$ cat src/rtl/hash_cmd_pkg.sv
// Shared types and default parameters for the hash command scheduler.
// Contents: command op encoding, response status encoding, scheduler FSM
// states and the default parameter constants used by the top level.
package hash_cmd_pkg;

    localparam int DEF_KEY_WIDTH      = 32;
    localparam int DEF_VALUE_WIDTH    = 32;
    localparam int DEF_TAG_WIDTH      = 4;
    localparam int DEF_FIFO_DEPTH     = 4;
    localparam int DEF_TIMEOUT_CYCLES = 8;

    typedef enum logic [1:0] {
        OP_READ    = 2'd0,
        OP_WRITE   = 2'd1,
        OP_DELETE  = 2'd2,
        OP_ILLEGAL = 2'd3
    } op_e;

    typedef enum logic [1:0] {
        ST_OK    = 2'd0,
        ST_MISS  = 2'd1,
        ST_FULL  = 2'd2,
        ST_ERROR = 2'd3
    } status_e;

    typedef enum logic [1:0] {
        S_IDLE  = 2'd0,
        S_ISSUE = 2'd1,
        S_WAIT  = 2'd2,
        S_RESP  = 2'd3
    } state_e;

endpackage

$ cat src/rtl/hash_cmd_fifo.sv
// Synchronous command FIFO.
// Ports: clk, rst_n (async active-low), push/wr_data (write side),
//        pop/rd_data (read side, rd_data shows the head combinationally),
//        full/empty flags.
// Pushes while full and pops while empty are dropped. DEPTH must be a
// power of two so the pointers wrap naturally.
module hash_cmd_fifo #(
    parameter int WIDTH = 8,
    parameter int DEPTH = 4
) (
    input  logic             clk,
    input  logic             rst_n,
    input  logic             push,
    input  logic [WIDTH-1:0] wr_data,
    input  logic             pop,
    output logic [WIDTH-1:0] rd_data,
    output logic             full,
    output logic             empty
);

    localparam int PTR_W = (DEPTH > 1) ? $clog2(DEPTH) : 1;
    localparam int CNT_W = $clog2(DEPTH) + 1;
    localparam logic [CNT_W-1:0] FULL_CNT = CNT_W'(DEPTH);

    logic [WIDTH-1:0] mem [DEPTH];
    logic [PTR_W-1:0] wr_ptr;
    logic [PTR_W-1:0] rd_ptr;
    logic [CNT_W-1:0] count;
    logic             do_push;
    logic             do_pop;

    assign full    = (count == FULL_CNT);
    assign empty   = (count == '0);
    assign do_push = push && !full;
    assign do_pop  = pop && !empty;
    assign rd_data = mem[rd_ptr];

    always_ff @(posedge clk or negedge rst_n) begin
        if (!rst_n) begin
            wr_ptr <= '0;
            rd_ptr <= '0;
            count  <= '0;
        end else begin
            if (do_push) wr_ptr <= wr_ptr + 1'b1;
            if (do_pop)  rd_ptr <= rd_ptr + 1'b1;
            case ({do_push, do_pop})
                2'b10:   count <= count + 1'b1;
                2'b01:   count <= count - 1'b1;
                default: ;
            endcase
        end
    end

    always_ff @(posedge clk) begin
        if (do_push) mem[wr_ptr] <= wr_data;
    end

endmodule

$ cat src/rtl/hash_cmd_scheduler.sv
// Hash table command scheduler: queues commands, issues them one at a time
// to a downstream hash table, waits for the matching result strobe (or a
// timeout) and returns a tagged response.
// Ports: clk, rst_n (async active-low); cmd_* command handshake in;
//        ht_* strobes/key/value out and ht_* result strobes in;
//        rsp_* response handshake out; busy.
//
// state  | meaning
// IDLE   | no command in flight; pops the FIFO head when one is queued
// ISSUE  | ht_*_en strobe is high this cycle; timeout counter cleared
// WAIT   | waiting for the result strobe matching the in-flight op
// RESP   | response held on rsp_* until rsp_ready
module hash_cmd_scheduler
    import hash_cmd_pkg::*;
#(
    parameter int KEY_WIDTH      = DEF_KEY_WIDTH,
    parameter int VALUE_WIDTH    = DEF_VALUE_WIDTH,
    parameter int TAG_WIDTH      = DEF_TAG_WIDTH,
    parameter int FIFO_DEPTH     = DEF_FIFO_DEPTH,
    parameter int TIMEOUT_CYCLES = DEF_TIMEOUT_CYCLES
) (
    input  logic                   clk,
    input  logic                   rst_n,
    input  logic                   cmd_valid,
    output logic                   cmd_ready,
    input  logic [1:0]             cmd_op,
    input  logic [KEY_WIDTH-1:0]   cmd_key,
    input  logic [VALUE_WIDTH-1:0] cmd_value,
    input  logic [TAG_WIDTH-1:0]   cmd_tag,
    output logic                   ht_wr_en,
    output logic                   ht_rd_en,
    output logic                   ht_del_en,
    output logic [KEY_WIDTH-1:0]   ht_key,
    output logic [VALUE_WIDTH-1:0] ht_value,
    input  logic                   ht_wr_done,
    input  logic                   ht_wr_collision,
    input  logic                   ht_rd_valid,
    input  logic                   ht_rd_miss,
    input  logic                   ht_del_done,
    input  logic [VALUE_WIDTH-1:0] ht_rd_value,
    output logic                   rsp_valid,
    input  logic                   rsp_ready,
    output logic [TAG_WIDTH-1:0]   rsp_tag,
    output logic [1:0]             rsp_op,
    output logic [1:0]             rsp_status,
    output logic [VALUE_WIDTH-1:0] rsp_value,
    output logic                   busy
);

    localparam int ENTRY_W = 2 + KEY_WIDTH + VALUE_WIDTH + TAG_WIDTH;
    localparam int TMO_W   = $clog2(TIMEOUT_CYCLES + 1);
    localparam logic [TMO_W-1:0] TMO_LAST = TMO_W'(TIMEOUT_CYCLES - 1);

    state_e                 state;
    op_e                    cmd_op_q;
    logic [TAG_WIDTH-1:0]   cmd_tag_q;
    logic [TMO_W-1:0]       tmo_cnt;
    logic                   run_q;

    logic                   fifo_full;
    logic                   fifo_empty;
    logic                   fifo_push;
    logic                   fifo_pop;
    logic [ENTRY_W-1:0]     fifo_wr_data;
    logic [ENTRY_W-1:0]     fifo_rd_data;

    logic [1:0]             head_op;
    logic [KEY_WIDTH-1:0]   head_key;
    logic [VALUE_WIDTH-1:0] head_value;
    logic [TAG_WIDTH-1:0]   head_tag;

    logic                   wait_hit;
    status_e                wait_status;
    logic [VALUE_WIDTH-1:0] wait_value;

    // run_q holds cmd_ready low during reset and for the edge that ends it.
    assign cmd_ready    = run_q && !fifo_full;
    assign fifo_push    = cmd_valid && cmd_ready;
    assign fifo_pop     = (state == S_IDLE) && !fifo_empty;
    assign fifo_wr_data = {cmd_op, cmd_key, cmd_value, cmd_tag};
    assign busy         = (state != S_IDLE) || !fifo_empty;

    assign head_op    = fifo_rd_data[ENTRY_W-1 -: 2];
    assign head_key   = fifo_rd_data[TAG_WIDTH+VALUE_WIDTH +: KEY_WIDTH];
    assign head_value = fifo_rd_data[TAG_WIDTH +: VALUE_WIDTH];
    assign head_tag   = fifo_rd_data[TAG_WIDTH-1:0];

    hash_cmd_fifo #(
        .WIDTH (ENTRY_W),
        .DEPTH (FIFO_DEPTH)
    ) u_fifo (
        .clk     (clk),
        .rst_n   (rst_n),
        .push    (fifo_push),
        .wr_data (fifo_wr_data),
        .pop     (fifo_pop),
        .rd_data (fifo_rd_data),
        .full    (fifo_full),
        .empty   (fifo_empty)
    );

    // Only strobes belonging to the in-flight op are considered. A write
    // that reports done wins over a simultaneous collision.
    always_comb begin
        wait_hit    = 1'b0;
        wait_status = ST_OK;
        wait_value  = '0;
        case (cmd_op_q)
            OP_WRITE: begin
                if (ht_wr_done) begin
                    wait_hit = 1'b1;
                end else if (ht_wr_collision) begin
                    wait_hit    = 1'b1;
                    wait_status = ST_FULL;
                end
            end
            OP_READ: begin
                if (ht_rd_valid) begin
                    wait_hit   = 1'b1;
                    wait_value = ht_rd_value;
                end else if (ht_rd_miss) begin
                    wait_hit    = 1'b1;
                    wait_status = ST_MISS;
                end
            end
            OP_DELETE: wait_hit = ht_del_done;
            default:   ;
        endcase
    end

    always_ff @(posedge clk or negedge rst_n) begin
        if (!rst_n) begin
            state      <= S_IDLE;
            cmd_op_q   <= OP_READ;
            cmd_tag_q  <= '0;
            tmo_cnt    <= '0;
            run_q      <= 1'b0;
            ht_wr_en   <= 1'b0;
            ht_rd_en   <= 1'b0;
            ht_del_en  <= 1'b0;
            ht_key     <= '0;
            ht_value   <= '0;
            rsp_valid  <= 1'b0;
            rsp_tag    <= '0;
            rsp_op     <= '0;
            rsp_status <= '0;
            rsp_value  <= '0;
        end else begin
            run_q     <= 1'b1;
            ht_wr_en  <= 1'b0;
            ht_rd_en  <= 1'b0;
            ht_del_en <= 1'b0;
            case (state)
                S_IDLE: begin
                    // Strobes are loaded on the pop edge so they are high
                    // exactly during ISSUE.
                    if (!fifo_empty) begin
                        cmd_op_q  <= op_e'(head_op);
                        cmd_tag_q <= head_tag;
                        ht_key    <= head_key;
                        ht_value  <= head_value;
                        ht_wr_en  <= (head_op == OP_WRITE);
                        ht_rd_en  <= (head_op == OP_READ);
                        ht_del_en <= (head_op == OP_DELETE);
                        state     <= S_ISSUE;
                    end
                end
                S_ISSUE: begin
                    tmo_cnt <= '0;
                    if (cmd_op_q == OP_ILLEGAL) begin
                        rsp_valid  <= 1'b1;
                        rsp_tag    <= cmd_tag_q;
                        rsp_op     <= cmd_op_q;
                        rsp_status <= ST_ERROR;
                        rsp_value  <= '0;
                        state      <= S_RESP;
                    end else begin
                        state <= S_WAIT;
                    end
                end
                S_WAIT: begin
                    if (wait_hit) begin
                        rsp_valid  <= 1'b1;
                        rsp_tag    <= cmd_tag_q;
                        rsp_op     <= cmd_op_q;
                        rsp_status <= wait_status;
                        rsp_value  <= wait_value;
                        state      <= S_RESP;
                    end else if (tmo_cnt == TMO_LAST) begin
                        rsp_valid  <= 1'b1;
                        rsp_tag    <= cmd_tag_q;
                        rsp_op     <= cmd_op_q;
                        rsp_status <= ST_ERROR;
                        rsp_value  <= '0;
                        state      <= S_RESP;
                    end else begin
                        tmo_cnt <= tmo_cnt + 1'b1;
                    end
                end
                S_RESP: begin
                    if (rsp_ready) begin
                        rsp_valid <= 1'b0;
                        state     <= S_IDLE;
                    end
                end
                default: state <= S_IDLE;
            endcase
        end
    end

endmodule

$ cat config.mk
export PLATFORM = sky130hd
export DESIGN_NAME = hash_cmd_scheduler
export DESIGN_NICKNAME = d
export VERILOG_FILES = /design/src/rtl/hash_cmd_pkg.sv /design/src/rtl/hash_cmd_fifo.sv /design/src/rtl/hash_cmd_scheduler.sv
export SDC_FILE = /design/constraint.sdc
export NUM_CORES = 1
export LEC_CHECK = 0
export BUFFER_PORTS_ARGS = -buffer_cell sky130_fd_sc_hd__buf_4
export CAP_MARGIN = 20
export CORE_MARGIN = 3
export CORE_UTILIZATION = 45
export CTS_CLUSTER_DIAMETER = 80
export CTS_CLUSTER_SIZE = 16
export DETAILED_ROUTE_END_ITERATION = 8
export GPL_TIMING_DRIVEN = 0
export PLACE_DENSITY = 0.73
export SLEW_MARGIN = 40
export SYNTH_ARGS = -nofsm -noshare
export SYNTH_HDL_FRONTEND = slang
export SYNTH_SLANG_ARGS = --single-unit
$ cat constraint.sdc
create_clock -name clk -period 4.2 [get_ports clk]
set_clock_uncertainty 0.2 [all_clocks]
set_input_delay 0.63 -clock clk [delete_from_list [all_inputs] [get_ports clk]]
set_output_delay 0.63 -clock clk [all_outputs]
set_load 0.02 [all_outputs]
Word-level counts from Yosys, hierarchy flattened
Memory sizes are Yosys's and may differ from the RTL's.
Cells that the tools add are included.
Storage, ports and cells
  word-level logic and storage cells: 114
  register bits after elaboration: 128
  bits in writable memories: 280
  output and inout port bits: 110
  memories kept: 1
Memories
  u_fifo.mem: words 4, width 70, rd ports 1, clocked after memory_dff 0, wr ports 1, line hash_cmd_fifo.sv:25  | logic [WIDTH-1:0] mem [DEPTH];
Cells by class
  reductions and logical operators: 21
  bitwise gates (word level): 1
  add/sub/neg operators: 5
  equal/unequal tests: 18
  multiplexer cells: 50
Operator list (count)
  two-way mux 32 bit: 5
  case mux 32 bit (2 select lines): 1
  two-way mux 2 bit: 11
  two-way mux 4 bit: 5
  two-way mux 1 bit: 19
  case mux 4 bit (2 select lines): 2
  == test 2 bit, second input constant: 6
  case mux 2 bit (2 select lines): 3
  inequality test 2 bit, second input constant: 5
  AND reduction 3 bit: 3
  == test 2 x 1 -> 1 bit, second input constant: 4
  case mux 2 bit (4 select lines): 1
  logical NOT 2 bit: 3
  case mux 1 bit (3 select lines): 2
  case mux 3 bit (2 select lines): 1
  nonzero test 2 bit: 3
  logical AND 1 bit: 5
  adder 2 x 1 -> 2 bit, second input constant: 2
  adder 4 x 1 -> 4 bit, second input constant: 1
  == test 4 x 3 -> 1 bit, second input constant: 1
  AND reduction 4 bit: 1
  adder 3 x 1 -> 3 bit, second input constant: 1
  == test 3 bit, second input constant: 1
  logical NOT 3 bit: 1
  7 further kinds: 8

Logic depth before layout (Yosys ltp)
Gate-level depths: netlist of run 1.
  depth after elaboration: 7
  mapped depth: 11

Hierarchy
A second synthesis of run 1 with hierarchy kept.
Unflattened totals
  cells, all modules: 872
  area, all modules: 15404.8 sq um
By module, submodules not included
  hash_cmd_fifo: sequential area each 8583.2 sq um, area each 10607.7 sq um, cells an instance 404, instances 1
  hash_cmd_scheduler: sequential area each 3027.9 sq um, area each 4797.1 sq um, cells an instance 468, instances 1

Least setup slack after synthesis of run 1
No wires, ideal clock.
  path type: register -> register
  from: register u_fifo.count[0]
  to: memory u_fifo.mem[0][0] in the netlist's numbering (enable)
  data required time: 3.564 ns
  buffers on the path: 0
  period minus slack after synthesis: 3.454 ns
  library setup time: 0.436 ns
  slack: 0.746 ns
  data arrival time: 2.818 ns
  cell stages (with the launch flop): 4
  cells stage by stage: dfrtp_1 > inv_1 > a31oi_1 > and3_1
Between the ends
  longest elaborated chain between the ends: 7
RTL lines
  start, declared: line hash_cmd_fifo.sv:28  | logic [CNT_W-1:0] count;
  start signal, assigned: line hash_cmd_fifo.sv:47  | 2'b10: count <= count + 1'b1;
  start signal, assigned: line hash_cmd_fifo.sv:48  | 2'b01: count <= count - 1'b1;
  == test 3 bit: line hash_cmd_fifo.sv:32  | assign full = (count == FULL_CNT);
  logical NOT 1 bit: line hash_cmd_scheduler.sv:77  | assign cmd_ready = run_q && !fifo_full;
  logical AND 1 bit: line hash_cmd_scheduler.sv:77
  net cmd_ready: line hash_cmd_scheduler.sv:25  | output logic cmd_ready,
  logical AND 1 bit: line hash_cmd_scheduler.sv:78  | assign fifo_push = cmd_valid && cmd_ready;
  logical AND 1 bit: line hash_cmd_fifo.sv:34  | assign do_push = push && !full;
  two-way mux 1 bit: line hash_cmd_fifo.sv:55  | if (do_push) mem[wr_ptr] <= wr_data;
  two-way mux 1 bit (implied by the code): line hash_cmd_fifo.sv:55
  end, declared: line hash_cmd_fifo.sv:25
The timed path passes the listed nets, and every way through them passes these cells.

Final worst setup path of run 1
  from: register state[0]
  to: register u_fifo.count[2]
Between the ends
  longest elaborated chain between the ends: 5
RTL lines
  start, declared: line hash_cmd_scheduler.sv:54  | state_e state;
  start signal, assigned: line hash_cmd_scheduler.sv:133  | state <= S_IDLE;
  start signal, assigned: line hash_cmd_scheduler.sv:165  | state <= S_ISSUE;
  start signal, assigned: line hash_cmd_scheduler.sv:176  | state <= S_RESP;
  logical NOT 2 bit (*): line hash_cmd_scheduler.sv:79  | assign fifo_pop = (state == S_IDLE) && !fifo_empty;
  logical AND 1 bit (*): line hash_cmd_scheduler.sv:79
  net fifo_pop: line hash_cmd_scheduler.sv:63  | logic fifo_pop;
  logical AND 1 bit (*): line hash_cmd_fifo.sv:35  | assign do_pop = pop && !empty;
  == test 2 x 1 -> 1 bit / == test 2 bit (equally long branches): line hash_cmd_fifo.sv:46  | case ({do_push, do_pop})
  case mux 3 bit (2 select lines) / nonzero test 2 bit (equally long branches)
The timed path passes the listed nets; every way through them passes the cells marked *.
A chain may end at the register's enable or synchronous reset.

==> flow_summary.rst, run 1 <==
.. list-table::
   :header-rows: 1

   * - Metric
     - Value
   * - Run status
     - completed
   * - Number of synthesis warnings
     - 0
   * - Initial Utilization
     - 0.4629
   * - Static Leakage
     - 7.403 nW
   * - Final design area excluding fillers
     - between 15000 and 20000 um^2
   * - Antenna Diode Count
     - 0
   * - Fin. max-slew vios
     - 0
   * - Top delay family on crit path
     - buffers and inverters
   * - Count of input and output buffers
     - 220
   * - Largest net degree at the start of global routing
     - 69
   * - Clock network fraction of design power
     - 0.204
   * - Number of design-rule violations left by the first detailed-router iteration
     - between 400 and 500
   * - Tmin final
     - 3076 ps
   * - Longest Clk Path Bufs
     - 3
   * - CTS resizes
     - 0
   * - Number of sinks on the clock net
     - 408
   * - Sequential group share of total power
     - 0.435
   * - Placed wire-length estimate after detailed placement
     - 21060 um
   * - Switching Share
     - 0.3352
   * - Average footprint of a synthesized cell
     - between 15 and 20 um^2
   * - Die Height
     - 190.3 um
   * - Power per cell area
     - 682.6 nW/um^2
   * - Type of the tightest min-delay check
     - input pin to register
   * - Non-filler instance count after layout
     - 1597
   * - RePlAce Congestion
     - roughly 0.82
   * - Highest cell delay on the worst timing path
     - around 520 ps
   * - Synth-to-layout area growth
     - 21.30%
   * - Critical Path Sink Type
     - register
   * - Number of storage elements in the synthesis netlist
     - a little over 400
   * - Required time at the worst-slack endpoint
     - 4480 ps
   * - Die Wd
     - between 150 and 200 um
   * - Synth async-reset ratio
     - 0.3137
   * - Fraction of final layout cells sized beyond drive strength 1
     - 0.3195
   * - CP Max Fanout
     - 10
   * - Final nets
     - 1257
   * - Count of unique library cells instantiated by Yosys
     - 50
   * - Power dissipated by switching net loads
     - 4.244 mW
   * - Fraction of post-synthesis cell area in the top cell type by area
     - 0.5499
   * - TritonCTS clock tree
     - built
   * - Ports placed on the boundary
     - about 220
   * - Sequential element share of the synthesized area
     - 0.7593
   * - Gate Count Post-Synth
     - approximately 870
   * - Antenna violations before repair
     - 3
   * - Worst skew pair latency
     - roughly 550 ps
   * - Power Internal
     - 8.416 mW
   * - Clock Pin Slew Worst Setup and Hold Paths
     - 70 ps
   * - Cell count after placement
     - 1544
   * - Critical path startpoint category
     - register
   * - Worst slew margin
     - 0.5242
   * - Global routing usage summed across all routing layers
     - 0.1762
   * - Final critical-path setup slack
     - 1124 ps
   * - Max rail drop VDD
     - 0.5860 mV
   * - Cell with the largest stage delay on the worst path
     - sky130_fd_sc_hd__clkbuf_1
   * - Root buffer selected by CTS
     - sky130_fd_sc_hd__clkbuf_16
   * - CTS hold repair buffers
     - 1
   * - Vias
     - 8234
   * - FMAX
     - 0.3251 GHz
   * - H-tree lvl count
     - 1
   * - Area of the die
     - 36230 um^2
   * - Smallest hold slack
     - 74.60 ps
   * - WL/cell
     - 19.91 um
   * - Post-Place Setup Slack
     - 1122 ps
   * - Unrepaired setup endpoints after global routing
     - false
   * - First drt pass iteration count
     - 4
   * - Count of final hold-check violations
     - 0
   * - Comb pwr share
     - 0.361
   * - Cell chain of the critical path
     - inv_1, ha_1, o31ai_1, inv_2, clkbuf_1, ha_1, inv_1, fa_1, xor2_1, nor2_1, xor2_1
   * - Detailed-route DRC error count
     - 0
   * - Postcts setup bufs
     - 0
   * - Cells taking the most area after synthesis
     - sky130_fd_sc_hd__edfxtp_1, sky130_fd_sc_hd__dfrtp_1, sky130_fd_sc_hd__mux4_2
   * - Largest area contributor in the synthesized netlist
     - sky130_fd_sc_hd__edfxtp_1
   * - Setup TNS Final
     - 0 ps
   * - EDFF count, synth
     - 280
   * - Count of buffer and inverter cells on the critical path
     - 4
   * - Inserted Clock Buffers
     - 29
   * - Antenna-violating nets left
     - 0
   * - Setup Crit Path Kind
     - register to register
   * - Ys flop type
     - sky130_fd_sc_hd__edfxtp_1
   * - Setup violations, final
     - 0
   * - Global-route wire length before repair
     - 49650 um
   * - Detailed-route wire length
     - 31790 um
   * - Measured slew at the worst slew-check pin
     - between 700 and 800 ps
   * - Final core occ
     - 0.5615
   * - Vias in the first global route
     - 8646
   * - Final global-route overflow total
     - 0
   * - DR vias/cell
     - 5.156
   * - Number of violations of the max-capacitance limit
     - 0
   * - Post-synthesis instance area
     - 15290 um^2
   * - Nets in the synthesized netlist
     - 996
   * - Data arrival time of the worst path
     - around 3400 ps
   * - Number of standard-cell rows in the floorplan
     - 66
   * - Placed standard-cell area
     - 17710 um^2
   * - Core footprint
     - 33030 um^2
   * - Part of the cycle the worst path needs
     - 0.7324
   * - Overall power after layout
     - about 13 mW
cell usage in the layout, fill, tap and decap left out, types with 11 or more instances in the layout:
master                        n
sky130_fd_sc_hd__ha_1        11
sky130_fd_sc_hd__mux4_2      70
sky130_fd_sc_hd__clkbuf_16   29
sky130_fd_sc_hd__inv_1       13
sky130_fd_sc_hd__nand2_1    217
sky130_fd_sc_hd__buf_2       21
sky130_fd_sc_hd__clkbuf_1    32
sky130_fd_sc_hd__buf_4      220
sky130_fd_sc_hd__dfrtp_1    128
sky130_fd_sc_hd__a22o_1      32
sky130_fd_sc_hd__edfxtp_1   280
routing by layer:
layer,vias to the layer above,global-route usage,share of wire
met2,245,0.3074,0.50
met3,38,0.04375,0.075
met1,4155,0.2285,0.41
li1,3790,-,-
met4,6,0.03218,0.015
met5,-,0,0.0015
sequential cells by signal, summed over array words and instances (netlist names):
signal         flops
ht_value          32
state              2
run_q              1
rsp_status         2
u_fifo.mem       280
rsp_tag            4
cmd_tag_q          4
ht_del_en          1
ht_key            32
tmo_cnt            4
u_fifo.rd_ptr      2
ht_rd_en           1
u_fifo.wr_ptr      2
rsp_op             2
ht_wr_en           1
u_fifo.count       3
rsp_value         32
cmd_op_q           2
rsp_valid          1
cells by family (layout without fill, tap and decap cells):
family	count (synthesis)	after routing	synth area share
xor gates and xnor gates	6	6	0.003437
DFF	408	408	0.7593
AOI/OAI and AO/OA	60	60	0.03281
other	1	1	0.0002452
muxes	79	79	0.1096
and+or+nand+nor	251	251	0.06710
buffers and inverters	56	338	0.01718
adders and majority gates	12	12	0.01031
cells in the mapped netlist, types with 2 or more instances:
| cell | instances |
|---|---|
| sky130_fd_sc_hd__a21oi_1 | 4 |
| sky130_fd_sc_hd__a221o_1 | 2 |
| sky130_fd_sc_hd__a22o_1 | 32 |
| sky130_fd_sc_hd__a311oi_1 | 2 |
| sky130_fd_sc_hd__a31oi_1 | 2 |
| sky130_fd_sc_hd__and2_1 | 3 |
| sky130_fd_sc_hd__and3_1 | 6 |
| sky130_fd_sc_hd__and4_1 | 4 |
| sky130_fd_sc_hd__buf_1 | 6 |
| sky130_fd_sc_hd__buf_2 | 21 |
| sky130_fd_sc_hd__buf_6 | 3 |
| sky130_fd_sc_hd__clkbuf_1 | 11 |
| sky130_fd_sc_hd__dfrtp_1 | 128 |
| sky130_fd_sc_hd__edfxtp_1 | 280 |
| sky130_fd_sc_hd__ha_1 | 11 |
| sky130_fd_sc_hd__inv_1 | 13 |
| sky130_fd_sc_hd__mux2_1 | 2 |
| sky130_fd_sc_hd__mux2_2 | 5 |
| sky130_fd_sc_hd__mux2i_1 | 2 |
| sky130_fd_sc_hd__mux4_2 | 70 |
| sky130_fd_sc_hd__nand2_1 | 217 |
| sky130_fd_sc_hd__nand2b_1 | 2 |
| sky130_fd_sc_hd__nand3b_1 | 2 |
| sky130_fd_sc_hd__nor2_1 | 8 |
| sky130_fd_sc_hd__nor3b_1 | 2 |
| sky130_fd_sc_hd__o211ai_1 | 2 |
| sky130_fd_sc_hd__o21a_1 | 2 |
| sky130_fd_sc_hd__o21ai_0 | 5 |
| sky130_fd_sc_hd__xnor2_1 | 4 |
| sky130_fd_sc_hd__xor2_1 | 2 |
power by group through the flow:
stage	clock network (mW)	logic, mW	registers [mW]
2_1_floorplan	0	2.45	6.05
3_3_place_gp	0	4.53	5.60
3_5_place_dp	0	4.66	5.59
4_1_cts	2.67	4.68	5.51
5_1_grt	2.83	5.00	5.59
6_report	2.59	4.57	5.50
worst register-to-register path, delay by kind of cell, from the launching register on:
| family | cells | cell delay [ps] |
|---|---|---|
| adders and majority gates | 3 | 850 |
| xor gates and xnor gates | 2 | 290 |
| and+or+nand+nor | 1 | 120 |
| DFF | 1 | 450 |
| AOI/OAI and AO/OA | 1 | 130 |
| buffers and inverters | 4 | 970 |
layout make-up:
type | count | area [um^2]
well taps | 442 | 553.0
multi-input cells | 409 | 3437
flip-flops and latches | 408 | 11610
plain buffers | 42 | 210.2
inverters | 14 | 52.55
fillers | 2584 | 14480
clock inverters | 1 | 8.758
clock buffers | 51 | 818.3
repair buffers | 230 | 1857
worst paths after layout:
| path | startpoint | end | slack (ps) | depth (start not counted) |
|---|---|---|---|---|
| worst max-delay path | state[0] | u_fifo.count[2] | 1120 | 11 |
| worst min-delay path | cmd_value[8] | u_fifo.mem[1][12] | 70 | 1 |
| worst max register to register | state[0] | u_fifo.count[2] | 1120 | 11 |
| worst min register to register | cmd_tag_q[2] | cmd_tag_q[2] | 270 | 2 |
| max in group asynchronous | rst_n | ht_value[15] | 2650 | 3 |
| min in group asynchronous | rst_n | rsp_status[0] | 420 | 2 |
No activity file was read; power rests on OpenSTA's default activity.
==> run 2, diff against run 1 <==
- ABC_AREA: not set -> 1
- clock period: 4.2 -> 3 ns (I/O delays scaled with it)
==> run 2 against run 1 <==
First-iteration DRC count rose by 88%. Sequential share of layout area fell by 5.4 points. Clock power rose by 46%. Area after synthesis rose by 3.0%. Routed wire length rose by 28%. Critical path depth did not move. Global-route usage rose by 3.8 points. Power rose by 53%. Cell area rose by 9.4%. Final cell count rose by 33%. Fmax rose by 10%. Critical path type unchanged. Critical endpoint unchanged. Largest cell class unchanged.
==> flow_summary.rst, run 2 <==
.. list-table::
   :header-rows: 1

   * - Metric
     - Value
   * - Vias
     - 11310 (+37%)
   * - Unrepaired setup endpoints after global routing
     - false
   * - Placed standard-cell area
     - 18490 um^2 (+4.4%)
   * - Cell chain of the critical path
     - inv_1, ha_1, nand2_1, inv_2, buf_4, ha_1, inv_1, fa_1, a21oi_1, o21ai_0, xor2_1
   * - Detailed-route DRC error count
     - 0 (unchanged)
   * - EDFF count, synth
     - 280 (unchanged)
   * - Sequential element share of the synthesized area
     - 0.7376 (-0.02179)
   * - Max rail drop VDD
     - 0.6643 mV (+13%)
   * - Count of unique library cells instantiated by Yosys
     - 30 (-40%)
   * - Final nets
     - 1775 (+41%)
   * - Initial Utilization
     - 0.4625 (about the same)
   * - Vias in the first global route
     - 11680 (+35%)
   * - Area occupied by multi-input gates
     - 3689 um^2 (+7.3%)
   * - Area share of fa/ha/maj cells after synthesis
     - 0.01001 (-0.0002958)
   * - Final design area excluding fillers
     - 20290 um^2 (+9.4%)
   * - Nets in the synthesized netlist
     - 1413 (+42%)
   * - Longest Clk Path Bufs
     - 3 (unchanged)
   * - Ports placed on the boundary
     - 221 (unchanged)
   * - CP Max Fanout
     - 19 (+9)
   * - Post-synthesis instance area
     - 15740 um^2 (+3.0%)
   * - Non-filler instance count after layout
     - 2127 (+33%)
   * - Largest net degree at the start of global routing
     - 65 (-5.8%)
   * - Power Internal
     - 11.80 mW (+40%)
   * - Top delay family on crit path
     - adder cells
   * - Cells taking the most area after synthesis
     - sky130_fd_sc_hd__edfxtp_1, sky130_fd_sc_hd__dfrtp_1, sky130_fd_sc_hd__nor2_1
   * - Worst slew margin
     - 0.5832 (+0.05897)
   * - Sequential group share of total power
     - 0.399 (-0.036)
   * - Final global-route overflow total
     - 0 (unchanged)
   * - Ys flop type
     - sky130_fd_sc_hd__edfxtp_1
   * - Clock network fraction of design power
     - 0.195 (-0.009)
   * - Count of filler cells inserted in the layout
     - 2672 (+3.4%)
   * - First drt pass iteration count
     - 5 (+1)
   * - Cell with the largest stage delay on the worst path
     - sky130_fd_sc_hd__dfrtp_1
   * - Number of standard-cell rows in the floorplan
     - 67 (+1.5%)
   * - Measured slew at the worst slew-check pin
     - 625.2 ps (-88.46 ps)
   * - Root buffer selected by CTS
     - sky130_fd_sc_hd__clkbuf_16
   * - Cell types with the highest counts after synthesis
     - sky130_fd_sc_hd__nor2_1, sky130_fd_sc_hd__edfxtp_1, sky130_fd_sc_hd__o21ai_0
   * - Critical Path Sink Type
     - register
   * - DR vias/cell
     - 5.318 (+3.1%)
   * - Critical path startpoint category
     - register
   * - Die Height
     - 193.0 um (+1.4%)
   * - Number of storage elements in the synthesis netlist
     - 408 (unchanged)
   * - Smallest hold slack
     - 25.72 ps (-48.88 ps)
   * - Most frequent cells in the layout
     - sky130_fd_sc_hd__nor2_1, sky130_fd_sc_hd__edfxtp_1, sky130_fd_sc_hd__buf_4
   * - Run status
     - completed
   * - FMAX
     - 0.3577 GHz (+10%)
   * - Area share of and/or/nand/nor cells after synthesis
     - 0.1281 (+0.06102)
   * - Setup Crit Path Kind
     - register to register
   * - Type of the tightest min-delay check
     - input pin to register
   * - Setup TNS Final
     - 0 ps (unchanged)
   * - Dominant combinational cell family by area after synthesis
     - simple AND/OR/NAND/NOR gates
   * - Synth async-reset ratio
     - 0.3137 (unchanged)
   * - Cell count after placement
     - 1979 (+28%)
   * - Static Leakage
     - 7.765 nW (+4.9%)
   * - Count of buffer and inverter cells on the critical path
     - 4 (unchanged)
   * - Required time at the worst-slack endpoint
     - 3230 ps (-1250 ps)
   * - Die Wd
     - 193.0 um (+1.4%)
   * - Fraction of final layout cells sized beyond drive strength 1
     - 0.1982 (-0.1213)
   * - Power dissipated by switching net loads
     - 7.629 mW (+80%)
   * - Most numerous cell in the Yosys netlist
     - sky130_fd_sc_hd__nor2_1
   * - Average footprint of a synthesized cell
     - 12.20 um^2 (-30%)
   * - Number of synthesis warnings
     - 0 (unchanged)
   * - Reg with most FFs
     - u_fifo.mem
   * - Placed wire-length estimate after detailed placement
     - 27110 um (+29%)
   * - Mux share of post-synthesis cell area
     - 0 (-0.1096)
   * - Synth-to-layout area growth
     - 28.87%
   * - Tmin final
     - 2796 ps (-280.4 ps)
   * - Sequential standard cell area
     - 11610 um^2 (unchanged)
   * - Clock Pin Slew Worst Setup and Hold Paths
     - 70 ps (about the same)
   * - Area share of xor/xnor cells in the synthesized design
     - 0.002225 (-0.001211)
   * - Global-route wire length before repair
     - 62580 um (+26%)
   * - Share of the synthesized area in compound gates (AO/OA/AOI/OAI)
     - 0.09180 (+0.05899)
   * - Fin. max-slew vios
     - 0 (unchanged)
   * - Number of design-rule violations left by the first detailed-router iteration
     - 801 (+88%)
   * - Comb pwr share
     - 0.406 (+0.045)
   * - Overall power after layout
     - 19.43 mW (+53%)
   * - Worst skew pair latency
     - 600 ps (+50 ps)
   * - Number of sinks on the clock net
     - 408 (unchanged)
   * - Setup violations, final
     - 0 (unchanged)
   * - Count of input and output buffers
     - 219 (-0.45%)
   * - Highest cell delay on the worst timing path
     - 420 ps (-100 ps)
   * - Inserted Clock Buffers
     - 30 (+3.4%)
   * - Detailed-route wire length
     - 40550 um (+28%)
   * - Data arrival time of the worst path
     - 3030 ps (-320 ps)
   * - Antenna-violating nets left
     - 0 (unchanged)
   * - Antenna violations before repair
     - 7 (+4)
   * - Most common cell after layout, fill and taps aside
     - sky130_fd_sc_hd__nor2_1
   * - Number of flip-flops under the largest register name
     - 280 (unchanged)
   * - H-tree lvl count
     - 1 (unchanged)
   * - RePlAce Congestion
     - 0.7985 (-2.8%)
   * - Post-Place Setup Slack
     - -81.26 ps (-1203 ps)
   * - WL/cell
     - 19.06 um (-4.2%)
   * - Final critical-path setup slack
     - 204.3 ps (-919.6 ps)
   * - Part of the cycle the worst path needs
     - 0.9319 (+0.1995)
   * - Final core occ
     - 0.5961 (+0.03458)
   * - Largest area contributor in the synthesized netlist
     - sky130_fd_sc_hd__edfxtp_1
   * - Gate Count Post-Synth
     - 1290 (+48%)
   * - Global routing usage summed across all routing layers
     - 0.2147 (+0.03849)
   * - Number of violations of the max-capacitance limit
     - 0 (unchanged)
   * - Area of the die
     - 37260 um^2 (+2.9%)
   * - Fraction of post-synthesis cell area in the top cell type by area
     - 0.5341 (-0.01578)
   * - Switching Share
     - 0.3926 (+0.05738)
   * - Core footprint
     - 34040 um^2 (+3.0%)
   * - Count of final hold-check violations
     - 0 (unchanged)
   * - Power per cell area
     - 957.8 nW/um^2 (+40%)
   * - TritonCTS clock tree
     - built
==> run 2: cell types whose count changed in the layout (fill, tap and decap cells not counted), moves of 13 or more <==
cell / change
sky130_fd_sc_hd__nand2_1: -130
sky130_fd_sc_hd__o21ai_2: +19
sky130_fd_sc_hd__a22o_1: -32
sky130_fd_sc_hd__nand4_1: +38
sky130_fd_sc_hd__a31oi_1: +63
sky130_fd_sc_hd__o21ai_0: +157
sky130_fd_sc_hd__dlygate4sd3_1: +89
sky130_fd_sc_hd__buf_16: +13
sky130_fd_sc_hd__nor2_1: +335
sky130_fd_sc_hd__nand3_1: +17
sky130_fd_sc_hd__mux4_2: -70
sky130_fd_sc_hd__inv_1: +15
sky130_fd_sc_hd__clkbuf_1: +44
==> run 2: layout make-up <==
class                      instances  area share
sequential                       408      0.5723
multi-input combinational        770      0.1818
timing repair buffer             331      0.1507
clock buffer                      51     0.04089
tap                              448     0.02763
buffer                            79     0.01727
inverter                          32    0.005920
clock inverter                     4    0.002960
antenna                            4   0.0004934
==> run 2: cell families (layout without fill, tap and decap cells) <==
family / after synthesis / in the layout
flops: 408 / 408
simple gates: 497 / 497
compound gates: 256 / 256
xor+xnor: 4 / 4
fa+ha+maj: 12 / 12
buf+inv: 112 / 497
other cells: 1 / 5
==> run 2: final timing paths <==
| check | start | end | slack (ps) | cells past startpoint |
|---|---|---|---|---|
| worst max register to register | state[0] | u_fifo.count[2] | 200 | 11 |
| worst max-delay path | state[0] | u_fifo.count[2] | 200 | 11 |
| worst min register to register | u_fifo.count[0] | u_fifo.count[0] | 270 | 1 |
| min in group asynchronous | rst_n | rsp_value[10] | 70 | 2 |
| max in group asynchronous | rst_n | ht_key[7] | 1660 | 4 |
| worst min-delay path | ht_rd_value[20] | rsp_value[20] | 30 | 3 |
==> run 2: power by group through the flow <==
stage / registers [mW] / logic, mW / clock network, mW
finish: 7.75 / 7.89 / 3.79
global placement: 7.87 / 7.31 / 0
detailed placement: 7.84 / 7.81 / 0
CTS: 7.74 / 7.96 / 3.86
floorplan: 8.39 / 4.07 / 0
global route: 7.85 / 8.69 / 4.07
==> run 2: timing repair <==
action / CTS / global route
endpoints found under the setup margin: 1 / 1
buffers inserted: 0 / 0
endpoints found under the hold margin: 366 / 0
hold buffers: 90 / 0
resized for setup: 2 / 1
==> run 2: worst register-to-register path, cell delays in order (launching register included) <==
cell,delay (ps)
sky130_fd_sc_hd__dfrtp_1,420
sky130_fd_sc_hd__inv_1,150
sky130_fd_sc_hd__ha_1,210
sky130_fd_sc_hd__nand2_1,160
sky130_fd_sc_hd__inv_2,160
sky130_fd_sc_hd__buf_4,310
sky130_fd_sc_hd__ha_1,190
sky130_fd_sc_hd__inv_1,70
sky130_fd_sc_hd__fa_1,380
sky130_fd_sc_hd__a21oi_1,160
sky130_fd_sc_hd__o21ai_0,120
sky130_fd_sc_hd__xor2_1,150
==> run 2: layer usage <==
| metal | track usage | wire, um | part of all wire |
|---|---|---|---|
| met4 | 0.07538 | 1259 | 0.031 |
| met2 | 0.3744 | 20150 | 0.50 |
| met5 | 0 | 41 | 0.0010 |
| met1 | 0.2724 | 16040 | 0.40 |
| met3 | 0.03688 | 3050 | 0.075 |
==> run 3, diff against run 2 <==
- CORE_ASPECT_RATIO: not set -> 0.6
==> run 3 against run 2 <==
Via count decreased by 0.50%. Core utilization increased by 0.10 points. Cell area increased by 0.35%. Register-to-register slack about the same. Critical path type unchanged. Largest power group unchanged.
==> flow_summary.rst, run 3 (synthesis results as in run 2) <==
.. list-table::
   :header-rows: 1

   * - Metric
     - Value
   * - Power per cell area
     - 950.9 nW/um^2 (-0.72%)
   * - Number of sinks on the clock net
     - 408 (unchanged)
   * - Number of standard-cell rows in the floorplan
     - 52 (-22%)
   * - Run status
     - completed
   * - WL/cell
     - 19.34 um (+1.4%)
   * - FMAX
     - 0.3582 GHz (+0.13%)
   * - Critical path startpoint category
     - register
   * - Power dissipated by switching net loads
     - 7.610 mW (-0.25%)
   * - Antenna violations before repair
     - 1 (-6)
   * - Met1 demand-to-capacity share in global routing
     - 0.3201 (+0.04775)
   * - Longest Clk Path Bufs
     - 3 (unchanged)
   * - Initial Utilization
     - 0.4618 (-0.0007809)
   * - Unrepaired setup endpoints after global routing
     - false
   * - Tmin final
     - 2792 ps (-3.726 ps)
   * - Setup violations, final
     - 0 (unchanged)
   * - Measured slew at the worst slew-check pin
     - 668.0 ps (+42.73 ps)
   * - Fin. max-slew vios
     - 0 (unchanged)
   * - Switching Share
     - 0.3931 (+0.0004802)
   * - Most frequent cells in the layout
     - sky130_fd_sc_hd__nor2_1, sky130_fd_sc_hd__edfxtp_1, sky130_fd_sc_hd__buf_4
   * - Inserted Clock Buffers
     - 29 (-3.3%)
   * - Final global-route overflow total
     - 0 (unchanged)
   * - Final core occ
     - 0.5971 (+0.001049)
   * - Reg with most FFs
     - u_fifo.mem
   * - Placed standard-cell area
     - 18500 um^2 (about the same)
   * - First drt pass iteration count
     - 5 (unchanged)
   * - Antenna-violating nets left
     - 0 (unchanged)
   * - Largest net degree at the start of global routing
     - 53 (-18%)
   * - Placed wire-length estimate after detailed placement
     - 28030 um (+3.4%)
   * - H-tree lvl count
     - 1 (unchanged)
   * - Final design area excluding fillers
     - 20360 um^2 (+0.35%)
   * - Count of input and output buffers
     - 219 (unchanged)
   * - DR vias/cell
     - 5.254 (-1.2%)
   * - Global-route track usage on met3
     - 0.03556 (-0.001320)
   * - Part of the cycle the worst path needs
     - 0.9307 (-0.001242)
   * - Number of instances on the worst hold path
     - 3 (unchanged)
   * - Critical Path Sink Type
     - register
   * - Max rail drop VDD
     - 0.5323 mV (-20%)
   * - Count of filler cells inserted in the layout
     - 2665 (-0.26%)
   * - Number of violations of the max-capacitance limit
     - 0 (unchanged)
   * - Area of the die
     - 37340 um^2 (+0.20%)
   * - Final nets
     - 1786 (+0.62%)
   * - Global-route wire length before repair
     - 62060 um (-0.84%)
   * - Number of design-rule violations left by the first detailed-router iteration
     - 994 (+24%)
   * - Die Wd
     - 247.5 um (+28%)
   * - Power Internal
     - 11.75 mW (-0.45%)
   * - Static Leakage
     - 7.790 nW (+0.32%)
   * - TritonCTS clock tree
     - built
   * - Non-filler instance count after layout
     - 2142 (+0.71%)
   * - Detailed-route DRC error count
     - 0 (unchanged)
   * - Clock network fraction of design power
     - 0.189 (-0.006)
   * - Worst skew pair latency
     - 580 ps (-20 ps)
   * - Number of cells on the worst reg-to-reg path
     - 12 (+1)
   * - Number of flip-flops under the largest register name
     - 280 (unchanged)
   * - Setup Crit Path Kind
     - register to register
   * - Vias
     - 11260 (-0.50%)
   * - Count of final hold-check violations
     - 0 (unchanged)
   * - Cell count after placement
     - 1988 (+0.45%)
   * - Post-Place Setup Slack
     - -256.2 ps (-175.0 ps)
   * - Detailed-route wire length
     - 41420 um (+2.2%)
   * - RePlAce Congestion
     - 0.8006 (+0.26%)
   * - Most common cell after layout, fill and taps aside
     - sky130_fd_sc_hd__nor2_1
   * - Clock Pin Slew Worst Setup and Hold Paths
     - 70 ps (about the same)
   * - Die Height
     - 150.9 um (-22%)
   * - Data arrival time of the worst path
     - 3040 ps (about the same)
   * - CP Max Fanout
     - 10 (-9)
   * - Busiest metal layer after global routing
     - met2
   * - Fraction of final layout cells sized beyond drive strength 1
     - 0.1968 (-0.001419)
   * - Setup TNS Final
     - 0 ps (unchanged)
   * - Ports placed on the boundary
     - 221 (unchanged)
   * - Final critical-path setup slack
     - 208.0 ps (+3.726 ps)
   * - Type of the tightest min-delay check
     - input pin to register
   * - Met2 layer usage reported by global route
     - 0.3486 (-0.02581)
   * - Smallest hold slack
     - 31.77 ps (+6.044 ps)
   * - Worst slew margin
     - 0.5547 (-0.02849)
   * - Global routing usage summed across all routing layers
     - 0.2186 (+0.003950)
   * - Comb pwr share
     - 0.413 (+0.007)
   * - Sequential group share of total power
     - 0.398 (about the same)
   * - Required time at the worst-slack endpoint
     - 3250 ps (+20 ps)
   * - Synth-to-layout area growth
     - 29.32%
   * - Overall power after layout
     - 19.36 mW (-0.37%)
   * - Root buffer selected by CTS
     - sky130_fd_sc_hd__clkbuf_16
   * - Vias in the first global route
     - 10770 (-7.8%)
   * - Core footprint
     - 34090 um^2 (+0.17%)
run 3: changes by cell type in the layout (fill, tap and decap cells not counted), sizes merged:
| cell | previous run | this run |
|---|---|---|
| clkbuf | 106 | 103 |
| dlygate4sd3 | 90 | 101 |
| diode | 4 | 1 |
| buf | 265 | 266 |
| clkinv | 3 | 1 |
run 3: path summary, 6_finish.rpt:
path	start	to	slack, ps
setup / recovery	state[0]	u_fifo.count[2]	210
hold / removal	ht_rd_value[4]	rsp_value[4]	30
setup reg to reg	state[0]	u_fifo.count[2]	210
hold reg to reg	rsp_status[1]	rsp_status[1]	280
max in group asynchronous	rst_n	ht_value[18]	1590
min in group asynchronous	rst_n	rsp_value[19]	130
run 3: cell type report:
type	count	area [um^2]	share of cell area
buffer	80	365.4	0.01795
sequential	408	11610	0.5703
tap	459	574.3	0.02821
clock inverter	2	17.52	0.0008604
clock buffer	48	797.0	0.03915
timing repair buffer	342	3178	0.1561
inverter	32	121.4	0.005961
antenna	1	2.502	0.0001229
multi-input combinational	770	3691	0.1813
run 3: power by group through the flow:
stage | combinational, mW | clock (mW) | sequential [mW]
finish | 8.00 | 3.66 | 7.71
global route | 8.80 | 3.95 | 7.80
CTS | 8.01 | 3.72 | 7.70
detailed placement | 7.86 | 0 | 7.81
global placement | 7.45 | 0 | 7.83
floorplan | 4.07 | 0 | 8.39
run 3: critical path: stages (launching register included):
cell                       delay (ps)
sky130_fd_sc_hd__dfrtp_1          420
sky130_fd_sc_hd__inv_1            150
sky130_fd_sc_hd__ha_1             220
sky130_fd_sc_hd__nand2_2          150
sky130_fd_sc_hd__clkinv_2         140
sky130_fd_sc_hd__buf_6            190
sky130_fd_sc_hd__buf_6            190
sky130_fd_sc_hd__ha_1             160
sky130_fd_sc_hd__inv_1             70
sky130_fd_sc_hd__fa_1             370
sky130_fd_sc_hd__a21oi_1          150
sky130_fd_sc_hd__o21ai_0          110
sky130_fd_sc_hd__xor2_1           150
run 3: metal layers:
| metal | part of all wire | routed length [um] | up-vias |
|---|---|---|---|
| li1 | - | - | 5276 |
| met1 | 0.45 | 18450 | 5552 |
| met2 | 0.47 | 19520 | 362 |
| met3 | 0.063 | 2593 | 65 |
| met4 | 0.021 | 854 | 0 |
| met5 | 0 | 0 | - |
run 3: timing repair:
item | CTS | global route
setup buffers | 0 | 2
hold buffers | 101 | 0
pin swaps | 0 | 2
hold endpoints to repair | 389 | 0
endpoints found under the setup margin | 2 | 18
resized for setup | 4 | 2
